==> config.mk <==
export PLATFORM = sky130hd
export DESIGN_NAME = mult_rr_scheduler
export DESIGN_NICKNAME = d
export VERILOG_FILES = /design/src/rtl/mult_rr_scheduler.sv
export SDC_FILE = /design/constraint.sdc
export NUM_CORES = 1
export LEC_CHECK = 0
export BUFFER_PORTS_ARGS = -buffer_cell sky130_fd_sc_hd__buf_4
export CAP_MARGIN = 20
export CORE_AREA = 4 4 193 195
export DETAILED_ROUTE_END_ITERATION = 7
export DIE_AREA = 0 0 197 199
export SYNTH_ARGS = -nofsm -noshare
export SYNTH_HDL_FRONTEND = slang
export SYNTH_SLANG_ARGS = --single-unit
==> constraint.sdc <==
create_clock -name CLK -period 1.98 [get_ports CLK]
set_input_delay 0.396 -clock CLK [delete_from_list [all_inputs] [get_ports CLK]]
set_output_delay 0.396 -clock CLK [all_outputs]
set_load 0.05 [all_outputs]
==> src/rtl/mult_rr_scheduler.sv <==
// Round-robin share of one external 2-stage signed 32x32 multiplier; result MUL_LAT+1 edges after accept.
// One op in flight; req_ready only in IDLE, response held stable until rsp_ready.
module mult_rr_scheduler #(
  parameter int NUM_REQ = 4,
  parameter int ID_W    = 2,
  parameter int MUL_LAT = 2
) (
  input  logic                  CLK,
  input  logic                  RESET,
  input  logic [NUM_REQ-1:0]    req_valid,
  output logic [NUM_REQ-1:0]    req_ready,
  input  logic [32*NUM_REQ-1:0] req_x,
  input  logic [32*NUM_REQ-1:0] req_y,
  output logic                  rsp_valid,
  input  logic                  rsp_ready,
  output logic [ID_W-1:0]       rsp_id,
  output logic [63:0]           rsp_z,
  output logic [31:0]           mul_x,
  output logic [31:0]           mul_y,
  input  logic [63:0]           mul_z,
  output logic                  busy,
  output logic [31:0]           op_count
);

  localparam int CNT_W = $clog2(MUL_LAT + 1);
  localparam int SW    = ID_W + 1;

  typedef enum logic [1:0] {ST_IDLE, ST_WAIT, ST_RESP} state_t;

  state_t          state_q, state_d;
  logic [ID_W-1:0] ptr_q, ptr_d;
  logic [ID_W-1:0] id_q, id_d;
  logic [ID_W-1:0] rsp_id_q, rsp_id_d;
  logic [CNT_W-1:0] cnt_q, cnt_d;
  logic [31:0]     mul_x_q, mul_x_d;
  logic [31:0]     mul_y_q, mul_y_d;
  logic [31:0]     op_count_q, op_count_d;
  logic [63:0]     rsp_z_q, rsp_z_d;
  logic            rsp_valid_q, rsp_valid_d;

  logic [31:0]     xs [NUM_REQ];
  logic [31:0]     ys [NUM_REQ];
  logic            gnt_found;
  logic [ID_W-1:0] gnt_idx;

  for (genvar g = 0; g < NUM_REQ; g++) begin : g_unpack
    assign xs[g] = req_x[32*g +: 32];
    assign ys[g] = req_y[32*g +: 32];
  end

  // Scan starts just past the last winner so every requester gets a turn.
  always_comb begin : p_arb
    logic [SW-1:0] scan;
    gnt_found = 1'b0;
    gnt_idx   = '0;
    scan      = '0;
    for (int k = 1; k <= NUM_REQ; k++) begin
      scan = {1'b0, ptr_q} + SW'(k);
      if (scan >= SW'(NUM_REQ)) scan = scan - SW'(NUM_REQ);
      if (!gnt_found && req_valid[scan[ID_W-1:0]]) begin
        gnt_found = 1'b1;
        gnt_idx   = scan[ID_W-1:0];
      end
    end
  end

  always_comb begin
    state_d     = state_q;
    ptr_d       = ptr_q;
    id_d        = id_q;
    cnt_d       = cnt_q;
    mul_x_d     = mul_x_q;
    mul_y_d     = mul_y_q;
    rsp_z_d     = rsp_z_q;
    rsp_id_d    = rsp_id_q;
    rsp_valid_d = rsp_valid_q;
    op_count_d  = op_count_q;
    req_ready   = '0;
    case (state_q)
      ST_IDLE: begin
        if (gnt_found) begin
          req_ready[gnt_idx] = 1'b1;
          mul_x_d = xs[gnt_idx];
          mul_y_d = ys[gnt_idx];
          id_d    = gnt_idx;
          ptr_d   = gnt_idx;
          cnt_d   = CNT_W'(MUL_LAT);
          state_d = ST_WAIT;
        end
      end
      ST_WAIT: begin
        if (cnt_q == '0) begin
          rsp_z_d     = mul_z;
          rsp_id_d    = id_q;
          rsp_valid_d = 1'b1;
          state_d     = ST_RESP;
        end else begin
          cnt_d = cnt_q - 1'b1;
        end
      end
      ST_RESP: begin
        if (rsp_ready) begin
          rsp_valid_d = 1'b0;
          op_count_d  = op_count_q + 32'd1;
          state_d     = ST_IDLE;
        end
      end
      default: state_d = ST_IDLE;
    endcase
  end

  always_ff @(posedge CLK or negedge RESET) begin
    if (!RESET) begin
      state_q     <= ST_IDLE;
      ptr_q       <= ID_W'(NUM_REQ - 1);
      id_q        <= '0;
      cnt_q       <= '0;
      mul_x_q     <= '0;
      mul_y_q     <= '0;
      rsp_z_q     <= '0;
      rsp_id_q    <= '0;
      rsp_valid_q <= 1'b0;
      op_count_q  <= '0;
    end else begin
      state_q     <= state_d;
      ptr_q       <= ptr_d;
      id_q        <= id_d;
      cnt_q       <= cnt_d;
      mul_x_q     <= mul_x_d;
      mul_y_q     <= mul_y_d;
      rsp_z_q     <= rsp_z_d;
      rsp_id_q    <= rsp_id_d;
      rsp_valid_q <= rsp_valid_d;
      op_count_q  <= op_count_d;
    end
  end

  assign mul_x     = mul_x_q;
  assign mul_y     = mul_y_q;
  assign rsp_z     = rsp_z_q;
  assign rsp_id    = rsp_id_q;
  assign rsp_valid = rsp_valid_q;
  assign op_count  = op_count_q;
  assign busy      = (state_q != ST_IDLE);

endmodule

Word level (Yosys, flattened, before mapping) --
Cells that the tools add are included.
Storage, ports and cells: bits in registers 171, output and inout port bits 168, word-level logic and storage cells 96, input port bits 327
Cells by class: bitwise gates (word level) 1, $lt $le $gt $ge 11, mux-type cells 40, add/subtract/negate cells 10, equality and inequality tests 6, reductions and logical operators 18
Operators by type and width (number):
- $bmux W32 S2 | 2
- $mux W32 | 4
- $add A32 B1 Y32 const B | 1
- $mux W2 | 13
- $ge A3 B3 Y1 const B | 5
- $lt A2 B3 Y1 const B | 5
- $mux W1 | 11
- $sub A2 B1 Y2 const B | 5
- $reduce_and A3 Y1 | 3
- $bmux W1 S2 | 4
- $mux W4 | 2
- $ne A2 B2 Y1 const B | 4
- $add A2 B2 Y3 const B | 2
- $pmux W2 S3 | 1
- $reduce_and A2 Y1 | 3
- $reduce_bool A2 Y1 | 3
- $logic_and A1 B1 Y1 | 4
- $logic_not A2 Y1 | 2
- $pmux W2 S2 | 1
- $add A2 B1 Y3 const B | 1
- $add A2 B3 Y3 const B | 1
- $logic_not A1 Y1 | 3
- $not A2 Y3 | 1
- $demux W1 S2 | 1
- other kinds (4) | 4

Depth between registers and ports, before layout --
word-level depth 21, mapped depth 8, depth with buffers taken out 6

Least setup slack after synthesis --
No wires, ideal clock.
path kind reg2out, start point register ptr_q[1], end point output req_ready[3], buffers on the path 3, stages on the path, launching flop included 8, data required time 1.584 ns, arrival 2.457 ns, slack -0.873 ns, path through dfstp_2 -> nand2b_1 -> a21boi_0 -> o21a_1 -> buf_2 -> buf_6 -> buf_2 -> nor3_1
On the way: cells in the longest elaborated chain, start to end 21, elaborated cells on any way between the ends 45, those cells by class 8 x add/sub; 6 x order compare; 24 x mux; 7 x reduce/logical
Ends and longest elaborated chain:
- start, declared | line 31 | logic [ID_W-1:0] ptr_q, ptr_d;
- start signal, assigned | line 115 | ptr_q <= ID_W'(NUM_REQ - 1);
- start signal, assigned | line 126 | ptr_q <= ptr_d;
- $add A2 B1 Y3 | line 58 | scan = {1'b0, ptr_q} + SW'(k);
- $ge A3 B3 Y1 or $sub A2 B1 Y2 (tied branches) | line 59 | if (scan >= SW'(NUM_REQ)) scan = scan - SW'(NUM_REQ);
- $mux W2 | line 59
- $bmux W1 S2 | line 60 | if (!gnt_found && req_valid[scan[ID_W-1:0]]) begin
- $mux W1 (not written as such) | line 60
- $mux W1 | line 60
- $logic_not A1 Y1 | line 60
- $logic_and A1 B1 Y1 | line 60
- [5 not listed]
- $logic_and A1 B1 Y1 | line 60
- $mux W2 | line 60
- $lt A2 B3 Y1 (not written as such) or $ge A2 B1 Y1 (tied branches) | line 82 | req_ready[gnt_idx] = 1'b1;
- $logic_and A1 B1 Y1 (not written as such) | line 82
- $mux W1 (not written as such) | line 82
- $demux W1 S2 | line 82
- $mux W4 (*) | line 81 | if (gnt_found) begin
- $mux W4 (*) | line 79 | case (state_q)
- end, declared | line 11 | output logic [NUM_REQ-1:0] req_ready,
Every way passes the cells marked *; elsewhere a longest branch is shown, timed or not. The select of a mux whose other input is x is not followed.

Worst setup path after layout --
Same ends and word-level chain as after synthesis.

==> impl_metrics.toml <==
[cts]
clk_latency_ns = 0.45
htree_levels = 4
numCtsBuffers = 17
cts_root_buf = "clkbuf_16"
path_clk_slew_ns = 0.08
cts_tree = "done"
clockBufferDepth = 2
numClockSinks = 171

[setup_path]
critPathLaunch = "ptr_q[1]$_DFFE_PN1P_"
arrival_ns = 1.92
slowest_delay_ns = 0.59
crit_path_top_delay_cell = "dfstp_2"
crit_required_ns = 1.58
cp_cell_sequence = "nand2b_1, a21boi_2, o21a_4, buf_12, nor3_4, buf_6"
reg2reg_from = "ptr_q[1]$_DFFE_PN1P_"
path_class = "reg2out"
cp-start-kind = "flop"
path_max_fanout = 6
endpoint_kind = "output pin"

[synth]
synth-main-ff-cell = "dfrtp_1"
yosysSeqAreaShare_pct = 47.7
avgSynthCellArea_um2 = 11.0
async_flop_share_pct = 100
synth_top_area_cell = "dfrtp_1"
netlist_area_mm2 = 0.00897
synth_seq_cells = 171
yosys.area.top_type_share_pct = 47.1
ys_warn_count = 0
synth_edf_count = 0
synth_area_leaders = "dfrtp_1 47%, mux2_2 15%, nand3_1 7.8%"
synth_cell_types = 37
synth_most_common_cell = "dfrtp_1"
synthTopCellsByCount = "169 x dfrtp_1, 140 x nand3_1, 119 x mux2_2"
synth_fp_nets = 1142
syn_inst = 813

[layout]
fill_cells = 3363
drive_above_1_share_pct = 58.0
area_delta_synth_final_pct = 69.2
post-route-util_pct = 42.9
nets = 1675

[placement]
dp_worst_setup_slack_ns = -0.0941
gp_congestion = 0.829
port_buffers = 494
dp_hpwl_um = 26900

[global_routing]
grt_max_degree = 76
grt_usage_pct = 17.3
grt_pass1_wl_um = 52400
grt_pass1_vias = 8931
grt-ovfl-total = 0
antenna_found_initial = 1

[sta]
max_freq_ghz = 0.432
slew_violations = 0
finalHoldViolations = 0
worst_slew_pin_slew_ns = 0.523
finalSetupViolCount = 68
setup_slack_ns = -0.335
fin_crit_ns = 2.31
skew_ns = 0.0130
slew_headroom_pct = 65.2
fin_crit_sh_pct = 117
rsz0062_at_grt = "yes"
tns_ns = -11.51

[detailed_routing]
drt_iter0_markers = 266
wl_um = 35800
dr_total_vias = 8558
drtAntennaViolNets = 0
drc = 0
wire_per_inst_um = 19.6
first_pass_iters = 4
vias_per_cell = 4.70

[outcome]
violations = "setup timing"
status = "finished with violations"

[worst_hold_path]
hp-start = "rsp_ready"
hp-class = "in2reg"

[floorplanning]
core_mm2 = 0.0354
initial_utilization_pct = 25.3
dieWidth_um = 197
num_rows = 69
chipHeight_um = 199
die_area_mm2 = 0.0392
pin_count = 495

[flow_run]
drv_cap = 0

[pwr]
p_per_area_mw_per_mm2 = 1700
peakVddDrop_mv = 1.14
p_leak_nw = 7.21
power_w = 0.0257
-- cells in the final DEF (no fill, tap or decap), types with 4 or more instances in the layout --
master,n
and3_1,11
and4_1,7
buf_12,22
buf_16,7
buf_4,518
buf_6,13
buf_8,13
clkbuf_16,21
dfrtp_1,166
inv_1,5
inv_6,4
inv_8,4
mux2_2,85
mux2_4,46
mux2i_1,45
mux2i_2,14
mux2i_4,6
nand2_1,75
nand2b_1,4
nand3_1,140
nand4_1,4
nor2_1,6
o211ai_1,60
o211ai_2,4
xnor2_1,26
xor2_1,5
-- repair_timing --
item                       CTS  global route
hold buffers                 1             0
gates cloned                 6             6
gates resized for setup     39            80
hold endpoints to repair    50             0
setup endpoints to repair   57            69
setup buffers               14            11
pin swaps                    6            40
-- worst max-delay path: cells and delay by family (launching register included) --
family                 cells  cell delay (ns)
AND/OR/NAND/NOR            2             0.25
buffers and inverters      2             0.32
AO/OA/AOI/OAI              2             0.31
flip-flops                 1             0.59
-- path summary, 6_finish.rpt --
path                            slack (ns)  cells after the start                       end
worst max register to register       -0.26                     10     mul_y[26]$_DFFE_PN0P_
worst min-delay path                  0.15                      2    state_q[1]$_DFFE_PN0P_
min in group asynchronous             0.52                      2  op_count[22]$_DFFE_PN0P_
worst max-delay path                 -0.33                      6              req_ready[3]
worst min register to register        0.48                      1   op_count[2]$_DFFE_PN0P_
max in group asynchronous             0.80                      3      ptr_q[0]$_DFFE_PN1P_
-- sequential cells by signal (all words and copies together) (netlist names) --
name and flops:
cnt_q 2, id_q 2, mul_x 32, mul_y 32, op_count 32, ptr_q 2, rsp_id 2, rsp_valid 1
rsp_z 64, state_q 2
-- power breakdown --
part	switching, W	internal, W	leakage, nW
registers	0.000898	0.00502	2.10
logic	0.00982	0.00664	4.83
clock network	0.00169	0.00168	0.278
-- cells by family (layout without fill, tap and decap cells) --
kind of cell,after synthesis,after routing,synth area share [%]
mux,196,196,24.2
xor+xnor,31,31,3.03
buf+inv,71,617,3.77
compound gates,81,81,6.90
flops,171,171,47.7
fa+ha+maj,2,2,0.279
simple gates,261,261,14.1
other cells,0,1,0
-- layer usage --
layer,share of wire (%),up-vias,wire (µm),global-route usage (%)
met3,8.1,41,2900,5.25
li1,-,4025,-,-
met2,49,373,17400,28.8
met1,41,4119,14700,21.2
met5,0,-,0,0
met4,2.4,0,858,6.37
-- through the flow --
| stage | hold slack, ns | instance area, µm² | std cells |
|---|---|---|---|
| 2_1_floorplan | 0.100 | 9040 | 813 |
| 3_3_place_gp | 0.435 | 13600 | 1751 |
| 3_5_place_dp | 0.440 | 13600 | 1751 |
| 4_1_cts | 0.117 | 14700 | 1804 |
| 5_1_grt | 0.151 | 15200 | 1821 |
| 6_report | 0.151 | 15200 | 1821 |
-- area by class of cell --
class | instances | area [µm²] | area share, %
Antenna cell | 1 | 2.50 | 0.0165
Clock buffer | 17 | 425 | 2.80
Clock inverter | 15 | 150 | 0.989
Inverter | 6 | 26.3 | 0.173
Multi-Input combinational cell | 571 | 4730 | 31.1
Sequential cell | 171 | 4290 | 28.2
Tap cell | 461 | 577 | 3.80
Timing Repair Buffer | 579 | 4990 | 32.9
No activity file was read; power rests on OpenSTA's default activity.
